--- config.mk ---
export PLATFORM = sky130hd
export DESIGN_NAME = exc_arbiter_v2
export DESIGN_NICKNAME = d
export VERILOG_FILES = /design/src/rtl/exc_arbiter_v2.sv
export SDC_FILE = /design/constraint.sdc
export NUM_CORES = 1
export LEC_CHECK = 0
export ABC_AREA = 1
export CAP_MARGIN = 20
export CORE_AREA = 5 5 199 201
export CTS_CLUSTER_DIAMETER = 150
export CTS_CLUSTER_SIZE = 30
export DETAILED_ROUTE_END_ITERATION = 8
export DIE_AREA = 0 0 204 206
export SETUP_SLACK_MARGIN = 0.5
export SLEW_MARGIN = 25
export SYNTH_ARGS = -nofsm -noshare
export SYNTH_HDL_FRONTEND = slang
export SYNTH_SLANG_ARGS = --single-unit
--- constraint.sdc ---
create_clock -name clk -period 2.3 [get_ports clk]
set_input_delay 0.46 -clock clk [delete_from_list [all_inputs] [get_ports clk]]
set_output_delay 0.46 -clock clk [all_outputs]
set_load 0.005 [all_outputs]
--- src/rtl/exc_arbiter_v2.sv ---
// Exception/interrupt arbiter for the memory stage: picks one event per cycle,
// drives the CP0 write pulses and redirect PC, and holds flush until fetch drains.
module exc_arbiter_v2 #(
    parameter int unsigned NUM_SRC     = 8,
    parameter int unsigned INT_LINES   = 8,
    parameter logic [31:0] BOOT_BASE   = 32'hBFC0_0200,
    parameter logic [31:0] NORMAL_BASE = 32'h8000_0000,
    parameter logic [31:0] REFILL_OFF  = 32'h0000_0000,
    parameter logic [31:0] GENERAL_OFF = 32'h0000_0180,
    parameter logic [31:0] INT_OFF     = 32'h0000_0200
) (
    input  logic                   clk,
    input  logic                   resetn,
    input  logic [31:0]            pc,
    input  logic                   in_delayslot,
    input  logic                   bev,
    input  logic                   iv,
    input  logic                   int_en,
    input  logic [INT_LINES-1:0]   int_req,
    input  logic [INT_LINES-1:0]   int_mask,
    input  logic [NUM_SRC-1:0]     src_valid,
    input  logic [5*NUM_SRC-1:0]   src_code,
    input  logic [NUM_SRC-1:0]     src_refill,
    input  logic [NUM_SRC-1:0]     src_bad_we,
    input  logic [32*NUM_SRC-1:0]  src_badvaddr,
    input  logic                   eret,
    input  logic [31:0]            epc_in,
    input  logic                   fetch_ok,
    input  logic                   icache_stall,
    input  logic                   inst_uncached,
    output logic                   exc_now,
    output logic                   flush,
    output logic                   wr_exp,
    output logic                   clear_exl,
    output logic [4:0]             exp_code,
    output logic [31:0]            epc,
    output logic [31:0]            badvaddr,
    output logic                   badvaddr_we,
    output logic [31:0]            exception_new_pc
);

    localparam int unsigned XW = 32;
    localparam int unsigned CW = 5;
    localparam int unsigned SW = (NUM_SRC > 1) ? $clog2(NUM_SRC) : 1;

    typedef enum logic {IDLE, FLUSH} state_e;

    state_e          state_q, state_d;
    logic            flush_q, flush_d;
    logic            wr_exp_q, wr_exp_d;
    logic            clear_exl_q, clear_exl_d;
    logic            badvaddr_we_q, badvaddr_we_d;
    logic [CW-1:0]   exp_code_q, exp_code_d;
    logic [XW-1:0]   epc_q, epc_d;
    logic [XW-1:0]   badvaddr_q, badvaddr_d;
    logic [XW-1:0]   new_pc_q, new_pc_d;

    logic            int_hit;
    logic            src_any;
    logic [SW-1:0]   sel;
    logic [CW-1:0]   sel_code;
    logic [XW-1:0]   sel_bad;
    logic [XW-1:0]   vpc;
    logic [XW-1:0]   base;
    logic            drained;

    assign int_hit = int_en & (|(int_req & int_mask));
    assign src_any = |src_valid;
    assign vpc     = in_delayslot ? (pc - 32'h4) : pc;
    assign base    = bev ? BOOT_BASE : NORMAL_BASE;
    assign drained = fetch_ok | (~icache_stall & ~inst_uncached);
    assign exc_now = (state_q == IDLE) & (int_hit | src_any | eret);

    // Lowest-index valid source wins: scan downward so the last hit is index 0 side.
    always_comb begin
        sel = '0;
        for (int i = NUM_SRC - 1; i >= 0; i--) begin
            if (src_valid[i]) sel = SW'(i);
        end
    end

    assign sel_code = src_code[int'(sel)*CW +: CW];
    assign sel_bad  = src_badvaddr[int'(sel)*XW +: XW];

    // Next-state and registered-output computation.
    always_comb begin
        state_d       = state_q;
        flush_d       = flush_q;
        wr_exp_d      = 1'b0;
        clear_exl_d   = 1'b0;
        badvaddr_we_d = 1'b0;
        badvaddr_d    = '0;
        exp_code_d    = exp_code_q;
        epc_d         = epc_q;
        new_pc_d      = new_pc_q;

        case (state_q)
            IDLE: begin
                if (exc_now) begin
                    flush_d = 1'b1;
                    state_d = FLUSH;
                    if (int_hit) begin
                        exp_code_d = '0;
                        epc_d      = vpc;
                        wr_exp_d   = 1'b1;
                        new_pc_d   = base + (iv ? INT_OFF : GENERAL_OFF);
                    end else if (src_any) begin
                        exp_code_d = sel_code;
                        epc_d      = vpc;
                        wr_exp_d   = 1'b1;
                        new_pc_d   = base + (src_refill[sel] ? REFILL_OFF : GENERAL_OFF);
                        if (src_bad_we[sel]) begin
                            badvaddr_we_d = 1'b1;
                            badvaddr_d    = sel_bad;
                        end
                    end else begin
                        clear_exl_d = 1'b1;
                        new_pc_d    = epc_in;
                    end
                end
            end
            FLUSH: begin
                if (drained) begin
                    flush_d = 1'b0;
                    state_d = IDLE;
                end
            end
            default: begin
                flush_d = 1'b0;
                state_d = IDLE;
            end
        endcase
    end

    always_ff @(posedge clk or negedge resetn) begin
        if (!resetn) begin
            state_q       <= IDLE;
            flush_q       <= 1'b0;
            wr_exp_q      <= 1'b0;
            clear_exl_q   <= 1'b0;
            badvaddr_we_q <= 1'b0;
            exp_code_q    <= '0;
            epc_q         <= '0;
            badvaddr_q    <= '0;
            new_pc_q      <= '0;
        end else begin
            state_q       <= state_d;
            flush_q       <= flush_d;
            wr_exp_q      <= wr_exp_d;
            clear_exl_q   <= clear_exl_d;
            badvaddr_we_q <= badvaddr_we_d;
            exp_code_q    <= exp_code_d;
            epc_q         <= epc_d;
            badvaddr_q    <= badvaddr_d;
            new_pc_q      <= new_pc_d;
        end
    end

    assign flush            = flush_q;
    assign wr_exp           = wr_exp_q;
    assign clear_exl        = clear_exl_q;
    assign badvaddr_we      = badvaddr_we_q;
    assign exp_code         = exp_code_q;
    assign epc              = epc_q;
    assign badvaddr         = badvaddr_q;
    assign exception_new_pc = new_pc_q;

endmodule
* Yosys cells after proc, flatten, opt, wreduce, memory -nomap -nowiden
Index checks and enable logic that the tools add are counted.
** Storage, ports and cells
- Bits in registers :: 106
- Input port bits :: 410
- Logic and storage cells :: 80
** Cells by class
- Add/sub/neg operators :: 3
- Multipliers :: 1
- Order comparisons :: 1
- Equal/unequal tests :: 2
- Shift-type cells :: 2
- Mux-type cells :: 46
- Bitwise gates (word level) :: 10
- Reduce and logical (&&, ||, !) cells :: 6
** Operators with widths (number)
- 32-bit two-way mux :: 10
- 256-bit by 9-bit variable part select with 32-bit output :: 1
- 40-bit by 7-bit variable part select with 5-bit output :: 1
- 32-bit by 10-bit adder with 32-bit output :: 1
- 32-bit by 9-bit adder with 32-bit output :: 1
- 32-bit by 3-bit subtractor with 32-bit output (second input constant) :: 1
- 30-bit two-way mux :: 1
- 3-bit two-way mux :: 8
- 1-bit two-way mux :: 19
- 8-bit OR reduction :: 2
- 10-bit two-way mux :: 1
- 5-bit two-way mux :: 2
- 9-bit two-way mux :: 1
- 8-bit bitwise AND :: 1
- 1-bit binary-select mux with 3-bit select :: 2
- 3-bit by 3-bit multiplier with 6-bit output (second input constant) :: 1
- 3-bit by 4-bit less-than comparator with 1-bit output (second input constant) :: 1
- 1-bit case mux with 2 select lines :: 2
- 2-bit AND reduction :: 2
- 1-bit bitwise AND :: 3
- 1-bit inverter :: 3
- 1-bit bitwise OR :: 3
- 3-bit AND reduction :: 1
- 2-bit by 1-bit != test with 1-bit output (second input constant) :: 1
- other kinds (2) :: 2

* Depth between registers and ports, before layout
Gate-level depths: netlist (run 1).
- Word-level depth :: 15
- Depth in mapped cells :: 17
- Gate-level depth less buffers :: 15

* Worst setup path after synthesis (run 1)
No wires, ideal clock.
- Path type :: input to output
- From :: in src_valid[6]
- To :: out exc_now
- Arrival :: 1.568 ns
- Data required time :: 1.840 ns
- Setup slack :: 0.272 ns
- Stages on the path :: 8
- Path buffers :: 1
- Path through :: or2_1 > nor3_2 > nand2_1 > inv_2 > nand2_2 > o21ai_4 > inv_2 > buf_2
** On the way
- Cells in the longest elaborated chain, start to end :: 4
** Ends and longest elaborated chain
- start: declaration :: line 21 : input logic [NUM_SRC-1:0] src_valid,
- 8-bit OR reduction :: line 68 : assign src_any = |src_valid;
- 1-bit bitwise OR (2 in series) :: line 72 : assign exc_now = (state_q == IDLE) & (int_hit | src_any | eret);
- 1-bit bitwise AND :: line 72
- end: declaration :: line 31 : output logic exc_now,
No other way between the ends.

* Final worst setup path (run 1)
- From :: in src_valid[5]
- To :: reg badvaddr_q[30], in the netlist badvaddr[30]
** On the way
- Cells in the longest elaborated chain, start to end :: 13
- Elaborated cells between the ends (all ways) :: 18
** Ends and longest elaborated chain
- branches (longest 11 deep; another with 256-bit by 9-bit variable part select with 32-bit output)
- 32-bit two-way mux (*) :: line 99 : if (exc_now) begin
- 32-bit two-way mux (*) :: line 97 : case (state_q)
- via badvaddr_d[30] :: line 55 : logic [XW-1:0] badvaddr_q, badvaddr_d;
- end signal: assignment :: line 154 : badvaddr_q <= badvaddr_d;
- end: declaration :: line 55
Mark *: on every way through the listed nets, which the timed path passes. The select of a mux whose other input is x is not followed.
A chain may end at the register's enable or synchronous reset.

==> results.json, run 1 <==
{
  "run_status": "finished, final reports clean",
  "cts.root.buffer_cell": "sky130_fd_sc_hd__clkbuf_16",
  "antenna_found_initial": 4,
  "cts.clk_slew.worst_paths_ps": 80,
  "final.setup.tns_ps": 0,
  "place_ws_ps": -372,
  "synth_ff_type": "sky130_fd_sc_hd__dfrtp_1",
  "floorplan.io_pins": 516,
  "final_worst_hold_slack_ps": 475,
  "yosys.cell_types.count": 36,
  "p_leak_nw": 7.14,
  "drt_pass1_iterations": 5,
  "initial_core_util": 0.203,
  "floorplan.die.height_um": 206,
  "crit_path_end": "badvaddr[30]",
  "worst_slew_margin_rel": 0.684,
  "timing.final.setup_violations": 0,
  "drv.max_cap_violation_count": 0,
  "cts.path.max_buffers": 2,
  "synth.top_cell.area_share": 0.349,
  "std_cell_rows": 71,
  "cts_sinks": 106,
  "area_delta_synth_final_pct": 101,
  "final_layout_size_suffix_gt1_frac": 0.158,
  "final_design_area_no_fill_um2": 15300,
  "cp-startpoint": "src_valid[5]",
  "worstPathMaxFanout": 6,
  "post-route-util": 0.409,
  "overflow": 0,
  "worstPathArrival_ps": 2370,
  "detail_route.drc_violations": 0,
  "detail_route.wl_per_cell_um": 18.4,
  "instance_area_at_placement_um2": 14100,
  "critPathKind": "input port to register",
  "end_kind": "register",
  "tritoncts.num_buffers": 9,
  "synth_top_area_cell": "sky130_fd_sc_hd__dfrtp_1",
  "detail_route.vias_per_cell": 4.39,
  "yosysSeqAreaShare": 0.349,
  "dp_hpwl_um": 33700,
  "worstRegToRegCells": 6,
  "port-buffer-count": 515,
  "ys_seq_elements": 106,
  "worstHoldPathType": "input port to register",
  "mapped_area_um2": 7610,
  "power.density_cell_area_nw_per_um2": 554,
  "grt_setup_unrepaired": "true",
  "route.vias.total": 10257,
  "critical_path.reg2reg.startpoint": "state_q",
  "timing_worst_slew_pin_value_ps": 474,
  "post_layout_nonfiller_instances": 2336,
  "fin_nets": 2231,
  "synthCells": 1207,
  "postSynthNetCount": 1619,
  "number_of_synthesized_flops_with_an_enable_pin": 0,
  "first_pass_grt_wire_length_um": 61900,
  "route.antenna.remaining_nets": 0,
  "hold_viol_final": 0,
  "vias_in_the_first_global_route": 10570,
  "gpl.final_weighted_congestion": 0.964,
  "synth_area_leaders": "sky130_fd_sc_hd__dfrtp_1, sky130_fd_sc_hd__nand2_1, sky130_fd_sc_hd__nand3_1, sky130_fd_sc_hd__nor2_1, sky130_fd_sc_hd__a22o_1",
  "report.power.total_mw": 8.47,
  "clk_latency_ps": 370,
  "async_flop_share": 1.00,
  "core_region_area_um2": 37400,
  "post_placement_cell_count": 2267,
  "fin_ws_ps": 232,
  "hold_path_depth": 3,
  "dieArea_um2": 42000,
  "vdd_ir_drop_max_mv": 0.287,
  "worst_ep_required_time_ps": 2600,
  "htreeDepth": 3,
  "maximum_number_of_pins_on_one_net_before_global_route_repair": 67,
  "drtIter0Drc": 479,
  "start_kind": "input port",
  "clock-skew-final_ps": 13.3,
  "track_usage": 0.191,
  "period_share": 0.899,
  "regToRegEndpoint": "epc[2]",
  "cts_tree": "built",
  "die_w_um": 204,
  "achievable_freq_ghz": 0.484,
  "ys.warnings.count": 0,
  "finalWorstPathRequiredPeriod_ps": 2070,
  "synth_area_per_cell_um2": 6.30,
  "drv_slew": 0,
  "drt-total-wl_um": 42900,
  "reg2reg_slack_ps": 920
}
## state kept, by name (all words and copies together), names as in the netlist
name / count
badvaddr: 32
epc: 32
exception_new_pc: 32
exp_code: 5
badvaddr_we: 1
clear_exl: 1
flush: 1
state_q: 1
wr_exp: 1
## how the worst min path moves through the flow
stage	start	to	slack, ps
floorplan	resetn	badvaddr[0]	160
global placement	resetn	exp_code[1]	300
detailed placement	resetn	exp_code[4]	300
CTS	resetn	exp_code[4]	480
global route	pc[3]	epc[3]	470
finish	pc[5]	epc[5]	470
## where the power goes
part | switching, mW | total, mW | internal [mW]
sequential | 0.288 | 2.66 | 2.37
combinational | 1.86 | 4.20 | 2.34
clock | 0.844 | 1.61 | 0.765
## cells in the mapped netlist, types with 5 or more instances
cell / instances
sky130_fd_sc_hd__a21oi_1: 7
sky130_fd_sc_hd__buf_4: 13
sky130_fd_sc_hd__inv_2: 8
sky130_fd_sc_hd__xnor2_1: 14
sky130_fd_sc_hd__dfrtp_1: 106
sky130_fd_sc_hd__inv_1: 29
sky130_fd_sc_hd__xor2_1: 13
sky130_fd_sc_hd__buf_2: 38
sky130_fd_sc_hd__clkbuf_1: 16
sky130_fd_sc_hd__nand3_1: 161
sky130_fd_sc_hd__o21ai_1: 16
sky130_fd_sc_hd__o211ai_1: 5
sky130_fd_sc_hd__nor2_2: 15
sky130_fd_sc_hd__nor2_1: 62
sky130_fd_sc_hd__o21ai_0: 22
sky130_fd_sc_hd__buf_1: 5
sky130_fd_sc_hd__a22o_1: 22
sky130_fd_sc_hd__nand2_1: 620
sky130_fd_sc_hd__nor3_1: 7
## cells by family (layout without fill, tap and decap cells)
family                     Yosys count  count (layout)  share of synthesized area
other                                0               1                          0
adders and majority gates            2               2                    0.00329
DFF                                106             106                      0.349
xor gates and xnor gates            27              27                     0.0311
and+or+nand+nor                    886             886                      0.484
AOI/OAI and AO/OA                   76              76                     0.0648
buffers and inverters              110             727                     0.0679
## what timing repair did
item,4_1_cts,5_1_grt
resized for setup,160,59
cloned,3,5
hold buffers,1,0
pin swaps,30,24
setup endpoints to repair,110,105
buffers inserted,33,10
hold endpoints to repair,7,0
## placed cells by master (no fill, tap or decap), types with 13 or more instances in the layout
cell | Yosys | final
sky130_fd_sc_hd__a22o_1 | 22 | 22
sky130_fd_sc_hd__buf_12 | 0 | 18
sky130_fd_sc_hd__buf_2 | 38 | 14
sky130_fd_sc_hd__buf_4 | 13 | 99
sky130_fd_sc_hd__buf_6 | 1 | 33
sky130_fd_sc_hd__clkbuf_16 | 0 | 14
sky130_fd_sc_hd__clkdlybuf4s50_1 | 0 | 466
sky130_fd_sc_hd__dfrtp_1 | 106 | 106
sky130_fd_sc_hd__inv_1 | 29 | 25
sky130_fd_sc_hd__nand2_1 | 620 | 608
sky130_fd_sc_hd__nand2_2 | 4 | 13
sky130_fd_sc_hd__nand3_1 | 161 | 156
sky130_fd_sc_hd__nor2_1 | 62 | 40
sky130_fd_sc_hd__nor2_2 | 15 | 28
sky130_fd_sc_hd__o21ai_0 | 22 | 22
sky130_fd_sc_hd__o21ai_1 | 16 | 15
sky130_fd_sc_hd__xnor2_1 | 14 | 14
## routing by layer
metal  part of all wire  wire [um]  vias to the layer above  GRT usage
met5            0.00058         25                        -          0
met4              0.021        911                        4     0.0436
met3              0.093       3980                       51     0.0645
met2               0.51      21900                      432      0.352
met1               0.37      16000                     4706      0.213
li1                   -          -                     5064          -
## layout make-up
type                    count  area [um2]
fillers                  3842       22100
repair buffers            674        6830
multi-input cells         991        4730
flip-flops and latches    106        2650
well taps                 511         639
clock buffers              10         229
inverters                  37         156
clock inverters             6        57.6
diodes                      1        2.50
## worst max-delay path: stages
cell	delay, ps
sky130_fd_sc_hd__clkdlybuf4s15_1	230
sky130_fd_sc_hd__nor3_4	70
sky130_fd_sc_hd__buf_4	130
sky130_fd_sc_hd__buf_6	110
sky130_fd_sc_hd__buf_6	100
sky130_fd_sc_hd__buf_6	100
sky130_fd_sc_hd__buf_6	100
sky130_fd_sc_hd__buf_6	100
sky130_fd_sc_hd__buf_6	100
sky130_fd_sc_hd__nor2_4	180
sky130_fd_sc_hd__inv_6	60
sky130_fd_sc_hd__nand3_2	90
sky130_fd_sc_hd__nand3_4	200
sky130_fd_sc_hd__buf_12	230
sky130_fd_sc_hd__nor2_4	100
No activity file was read; power rests on OpenSTA's default activity.
==> run 2: changes to the inputs <==
--- a/config.mk
+++ b/config.mk
@@ -9,3 +9,3 @@
 export CAP_MARGIN = 20
-export CORE_AREA = 5 5 199 201
+export CORE_AREA = 5 5 200 202
 export CTS_CLUSTER_DIAMETER = 150
@@ -13,3 +13,3 @@
 export DETAILED_ROUTE_END_ITERATION = 8
-export DIE_AREA = 0 0 204 206
+export DIE_AREA = 0 0 205 207
 export SETUP_SLACK_MARGIN = 0.5
==> constraint.sdc (replaced) <==
create_clock -name clk -period 2.5 [get_ports clk]
set_input_delay 0.5 -clock clk [delete_from_list [all_inputs] [get_ports clk]]
set_output_delay 0.5 -clock clk [all_outputs]
set_load 0.01 [all_outputs]
==> run 2 against run 1 <==
Effect of this change: combinational power is 3% lower; first-iteration DRC count is 13% lower; final area is 2.9% lower; global-route usage is 0.069 points higher; cell count is 1.6% lower.
==> results.json, run 2 (synthesis gave the netlist of run 1 again) <==
{
  "worst_slew_margin_rel": 0.557,
  "floorplan.die.height_um": 207,
  "floorplan.io_pins": 516,
  "vias_in_the_first_global_route": 10502,
  "first_pass_grt_wire_length_um": 62600,
  "dieArea_um2": 42400,
  "vdd_ir_drop_max_mv": 0.263,
  "post_placement_cell_count": 2237,
  "worst_ep_required_time_ps": 2000,
  "detail_route.wl_per_cell_um": 19.3,
  "reg2reg_slack_ps": 890,
  "port-buffer-count": 515,
  "initial_core_util": 0.200,
  "multi_input_comb_area_um2": 4640,
  "drv_slew": 0,
  "hold_viol_final": 0,
  "final_design_area_no_fill_um2": 14800,
  "drv.max_cap_violation_count": 0,
  "track_usage": 0.191,
  "grt_setup_unrepaired": "true",
  "gpl.final_weighted_congestion": 0.924,
  "achievable_freq_ghz": 0.483,
  "drt-total-wl_um": 44300,
  "htreeDepth": 3,
  "maximum_number_of_pins_on_one_net_before_global_route_repair": 78,
  "clock-skew-final_ps": 16.7,
  "drt_pass1_iterations": 5,
  "fin_nets": 2188,
  "detail_route.vias_per_cell": 4.36,
  "fillers": 4074,
  "worstPathMaxFanout": 2,
  "cts_tree": "built",
  "start_kind": "input port",
  "seqCellArea_um2": 2650,
  "run_status": "finished, final reports clean",
  "final_layout_size_suffix_gt1_frac": 0.127,
  "post_layout_nonfiller_instances": 2299,
  "worstHoldPathType": "input port to asynchronous set/reset pin",
  "end_kind": "output pin",
  "timing.final.setup_violations": 0,
  "cts.path.max_buffers": 2,
  "antenna_found_initial": 8,
  "route.antenna.remaining_nets": 0,
  "power.density_cell_area_nw_per_um2": 532,
  "timing_worst_slew_pin_value_ps": 664,
  "cts_sinks": 106,
  "detail_route.drc_violations": 0,
  "instance_area_at_placement_um2": 13800,
  "most-common-layout-cells": "sky130_fd_sc_hd__nand2_1, sky130_fd_sc_hd__clkdlybuf4s50_1, sky130_fd_sc_hd__nand3_1",
  "critPathKind": "input port to output pin",
  "tritoncts.num_buffers": 9,
  "overflow": 0,
  "p_leak_nw": 6.83,
  "period_share": 0.829,
  "route.vias.total": 10018,
  "die_w_um": 205,
  "final_worst_hold_slack_ps": 166,
  "cts.root.buffer_cell": "sky130_fd_sc_hd__clkbuf_16",
  "cts.clk_slew.worst_paths_ps": 80,
  "final_common_cell": "sky130_fd_sc_hd__nand2_1",
  "core_region_area_um2": 38100,
  "area_delta_synth_final_pct": 95.2,
  "drtIter0Drc": 418,
  "post-route-util": 0.390,
  "std_cell_rows": 72,
  "worstPathArrival_ps": 1570,
  "postCtsHoldBufs": 0,
  "clk_latency_ps": 370,
  "finalWorstPathRequiredPeriod_ps": 2070,
  "dp_hpwl_um": 32700
}
run 2: cell types whose count changed in the layout (fill, tap and decap cells not counted), moves of 6 or more:
cell                              delta
sky130_fd_sc_hd__clkdlybuf4s50_1    +15
sky130_fd_sc_hd__buf_2              -14
sky130_fd_sc_hd__buf_6              -21
sky130_fd_sc_hd__dlygate4sd2_1       -6
sky130_fd_sc_hd__clkbuf_2           +13
sky130_fd_sc_hd__buf_4              -24
run 2: power by group:
group	total (mW)	internal (mW)	leakage (nW)	switching, mW
registers	2.43	2.18	1.37	0.247
clock network	1.42	0.684	0.127	0.735
logic	4.06	2.17	5.33	1.89
run 2: through the flow:
step | setup slack [ps] | TNS (ps) | total power, mW
final | 428 | 0 | 7.90
after global routing | 371 | 0 | 8.48
after CTS | 368 | 0 | 7.87
after detailed placement | -300 | -1010 | 6.27
after global placement | -258 | -362 | 6.24
after floorplan | 383 | 0 | 3.93
run 2: area by class of cell:
type,count,area share
multi-input cells,991,0.312
repair buffers,631,0.436
clock inverters,5,0.00270
clock buffers,10,0.0154
diodes,1,0.000169
well taps,518,0.0437
inverters,37,0.0105
flip-flops and latches,106,0.179
run 2: final timing paths:
path                                     startpoint                    to  depth (start not counted)
min in group clk                exception_new_pc[9]   exception_new_pc[9]                          2
worst max register to register              state_q  exception_new_pc[31]                         10
worst min register to register  exception_new_pc[9]   exception_new_pc[9]                          2
worst min-delay path                         resetn           exp_code[3]                          1
worst max-delay path                   src_valid[6]               exc_now                          9
max in group asynchronous                    resetn           badvaddr[7]                          2
run 2: worst max-delay path, cell delays in order:
cell and delay [ps]:
sky130_fd_sc_hd__buf_6 90, sky130_fd_sc_hd__or2_4 250, sky130_fd_sc_hd__nor3_4 140, sky130_fd_sc_hd__nand2_2 100, sky130_fd_sc_hd__inv_2 100, sky130_fd_sc_hd__nand2_4 70, sky130_fd_sc_hd__o21ai_4 140, sky130_fd_sc_hd__inv_2 60
sky130_fd_sc_hd__buf_6 120
run 2: per-layer routing:
metal / up-vias / wire length (um) / track usage
met5: - / 34 / 0
met1: 4541 / 16500 / 0.207
met2: 424 / 22600 / 0.350
met4: 4 / 1230 / 0.0552
li1: 4974 / - / -
met3: 75 / 3910 / 0.0671
run 2: timing repair:
action                     4_1_cts  5_1_grt
setup buffers                   25        9
setup endpoints to repair       76       66
cloned                           3        9
pin swaps                       24       25
gates resized for setup         59       93
==> run 3: changes to the inputs <==
CORE_AREA = 5 5 199 201   (was 5 5 200 202)
DIE_AREA = 0 0 204 206   (was 0 0 205 207)
clock period = 2 ns   (was 2.5 ns; I/O delays follow)
==> run 3 against run 2 <==
Effect of this change: clock power increased by 31%; count of clock-buffer cells in the layout stayed put; sequential share of layout area is 1.8 points lower; register-to-register slack got worse by 340 ps; wire length up 4.2%; largest cell class unchanged.
==> results.json, run 3 (synthesis gave the netlist of run 1 again) <==
{
  "run_status": "finished, final reports clean",
  "most-common-layout-cells": "sky130_fd_sc_hd__nand2_1, sky130_fd_sc_hd__clkdlybuf4s50_1, sky130_fd_sc_hd__nand3_1",
  "post-route-util": 0.442,
  "overflow": 0,
  "fin_nets": 2282,
  "timing.hold.worst.start": "pc[11]",
  "worstHoldPathType": "input port to register",
  "cts_tree": "built",
  "std_cell_rows": 71,
  "clk_latency_ps": 360,
  "final_layout_size_suffix_gt1_frac": 0.229,
  "drt_pass1_iterations": 5,
  "start_kind": "input port",
  "regToRegEndpoint": "epc[14]",
  "timing_worst_slew_pin_value_ps": 426,
  "finalWorstPathRequiredPeriod_ps": 1880,
  "final_common_cell": "sky130_fd_sc_hd__nand2_1",
  "fin_ws_ps": 119,
  "port-buffer-count": 515,
  "hold_path_depth": 3,
  "timing.final.setup_violations": 0,
  "cts.clk_slew.worst_paths_ps": 80,
  "end_kind": "output pin",
  "worst_slew_margin_rel": 0.716,
  "initial_core_util": 0.203,
  "track_usage": 0.206,
  "min_to": "epc[11]",
  "vias_in_the_first_global_route": 10937,
  "antenna_found_initial": 11,
  "cts.path.max_buffers": 2,
  "worstPathMaxFanout": 2,
  "dieArea_um2": 42000,
  "htreeDepth": 3,
  "cts_sinks": 106,
  "worstRegToRegCells": 6,
  "maximum_number_of_pins_on_one_net_before_global_route_repair": 44,
  "final_worst_hold_slack_ps": 445,
  "drv.max_cap_violation_count": 0,
  "cts.root.buffer_cell": "sky130_fd_sc_hd__clkbuf_16",
  "vdd_ir_drop_max_mv": 0.360,
  "first_pass_grt_wire_length_um": 66100,
  "area_delta_synth_final_pct": 117,
  "power.density_cell_area_nw_per_um2": 630,
  "drtIter0Drc": 503,
  "dp_hpwl_um": 35000,
  "detail_route.drc_violations": 0,
  "floorplan.io_pins": 516,
  "core_region_area_um2": 37400,
  "floorplan.die.height_um": 206,
  "tritoncts.num_buffers": 9,
  "route.antenna.remaining_nets": 0,
  "fillers": 3801,
  "drv_slew": 0,
  "worst_ep_required_time_ps": 1600,
  "grt_setup_unrepaired": "true",
  "die_w_um": 204,
  "p_leak_nw": 7.91,
  "period_share": 0.940,
  "hold_viol_final": 0,
  "detail_route.wl_per_cell_um": 19.3,
  "detail_route.vias_per_cell": 4.39,
  "critPathKind": "input port to output pin",
  "critical_path.reg2reg.startpoint": "state_q",
  "achievable_freq_ghz": 0.532,
  "drt-total-wl_um": 46100,
  "place_ws_ps": -576,
  "worstPathArrival_ps": 1480,
  "gpl.final_weighted_congestion": 0.943,
  "route.vias.total": 10505,
  "reg2reg_slack_ps": 550,
  "clock-skew-final_ps": 9.05
}
run 3: changes by cell type in the layout (fill, tap and decap cells not counted), sizes merged, moves of 2 or more:
cell,delta
clkdlybuf4s50,-115
buf,+107
dlygate4sd2,+94
clkdlybuf4s15,+18
clkbuf,-10
diode,+5
dlymetal6s2s,-3
bufbuf,+2
run 3: area by class of cell:
cell class | instances | area [um2] | share of cell area
clock buffers | 10 | 239 | 0.0145
clock inverters | 6 | 58.8 | 0.00356
repair buffers | 725 | 7520 | 0.455
diodes | 6 | 15.0 | 0.000908
well taps | 511 | 639 | 0.0387
flip-flops and latches | 106 | 2650 | 0.160
inverters | 37 | 180 | 0.0109
multi-input cells | 991 | 5230 | 0.316
run 3: metal layers:
layer / vias to the layer above / part of all wire / track usage
met5: - / 0.00089 / 0
met4: 6 / 0.016 / 0.0447
met3: 41 / 0.083 / 0.0639
met2: 423 / 0.52 / 0.386
met1: 4845 / 0.38 / 0.229
li1: 5190 / - / -
run 3: power breakdown:
part	total (mW)	switching, mW	leakage, nW	internal [mW]
logic	5.50	2.66	6.39	2.84
clock network	1.86	0.952	0.142	0.907
registers	3.05	0.330	1.37	2.72
run 3: metrics by stage:
step | cell area (um2) | total power [mW] | setup TNS [ps] | cells
finish | 16500 | 10.4 | 0 | 2392
CTS | 16000 | 10.4 | 0 | 2374
global route | 16500 | 11.1 | 0 | 2388
detailed placement | 14300 | 7.94 | -36780 | 2286
global placement | 14300 | 7.91 | -34370 | 2286
floorplan | 7800 | 5.01 | 0 | 1207
run 3: repair_timing:
| action | 4_1_cts | 5_1_grt |
|---|---|---|
| resized for setup | 352 | 138 |
| setup buffers | 54 | 9 |
| setup endpoints to repair | 212 | 110 |
| gates cloned | 17 | 3 |
| endpoints found under the hold margin | 26 | 0 |
| hold buffers | 1 | 0 |
| pin swaps | 78 | 75 |
run 3: worst max-delay path, stage by stage:
cell,delay [ps]
sky130_fd_sc_hd__buf_6,90
sky130_fd_sc_hd__or2_4,240
sky130_fd_sc_hd__nor3_2,170
sky130_fd_sc_hd__nand2_2,110
sky130_fd_sc_hd__inv_2,90
sky130_fd_sc_hd__nand2_4,60
sky130_fd_sc_hd__o21ai_4,130
sky130_fd_sc_hd__inv_2,60
sky130_fd_sc_hd__buf_6,120
run 3: how the worst max path moves through the flow:
stage	start	to
finish	src_valid[7]	exc_now
global route	src_valid[6]	exc_now
CTS	src_valid[7]	exc_now
detailed placement	src_valid[6]	exc_now
global placement	src_valid[6]	exc_now
floorplan	src_valid[6]	exc_now
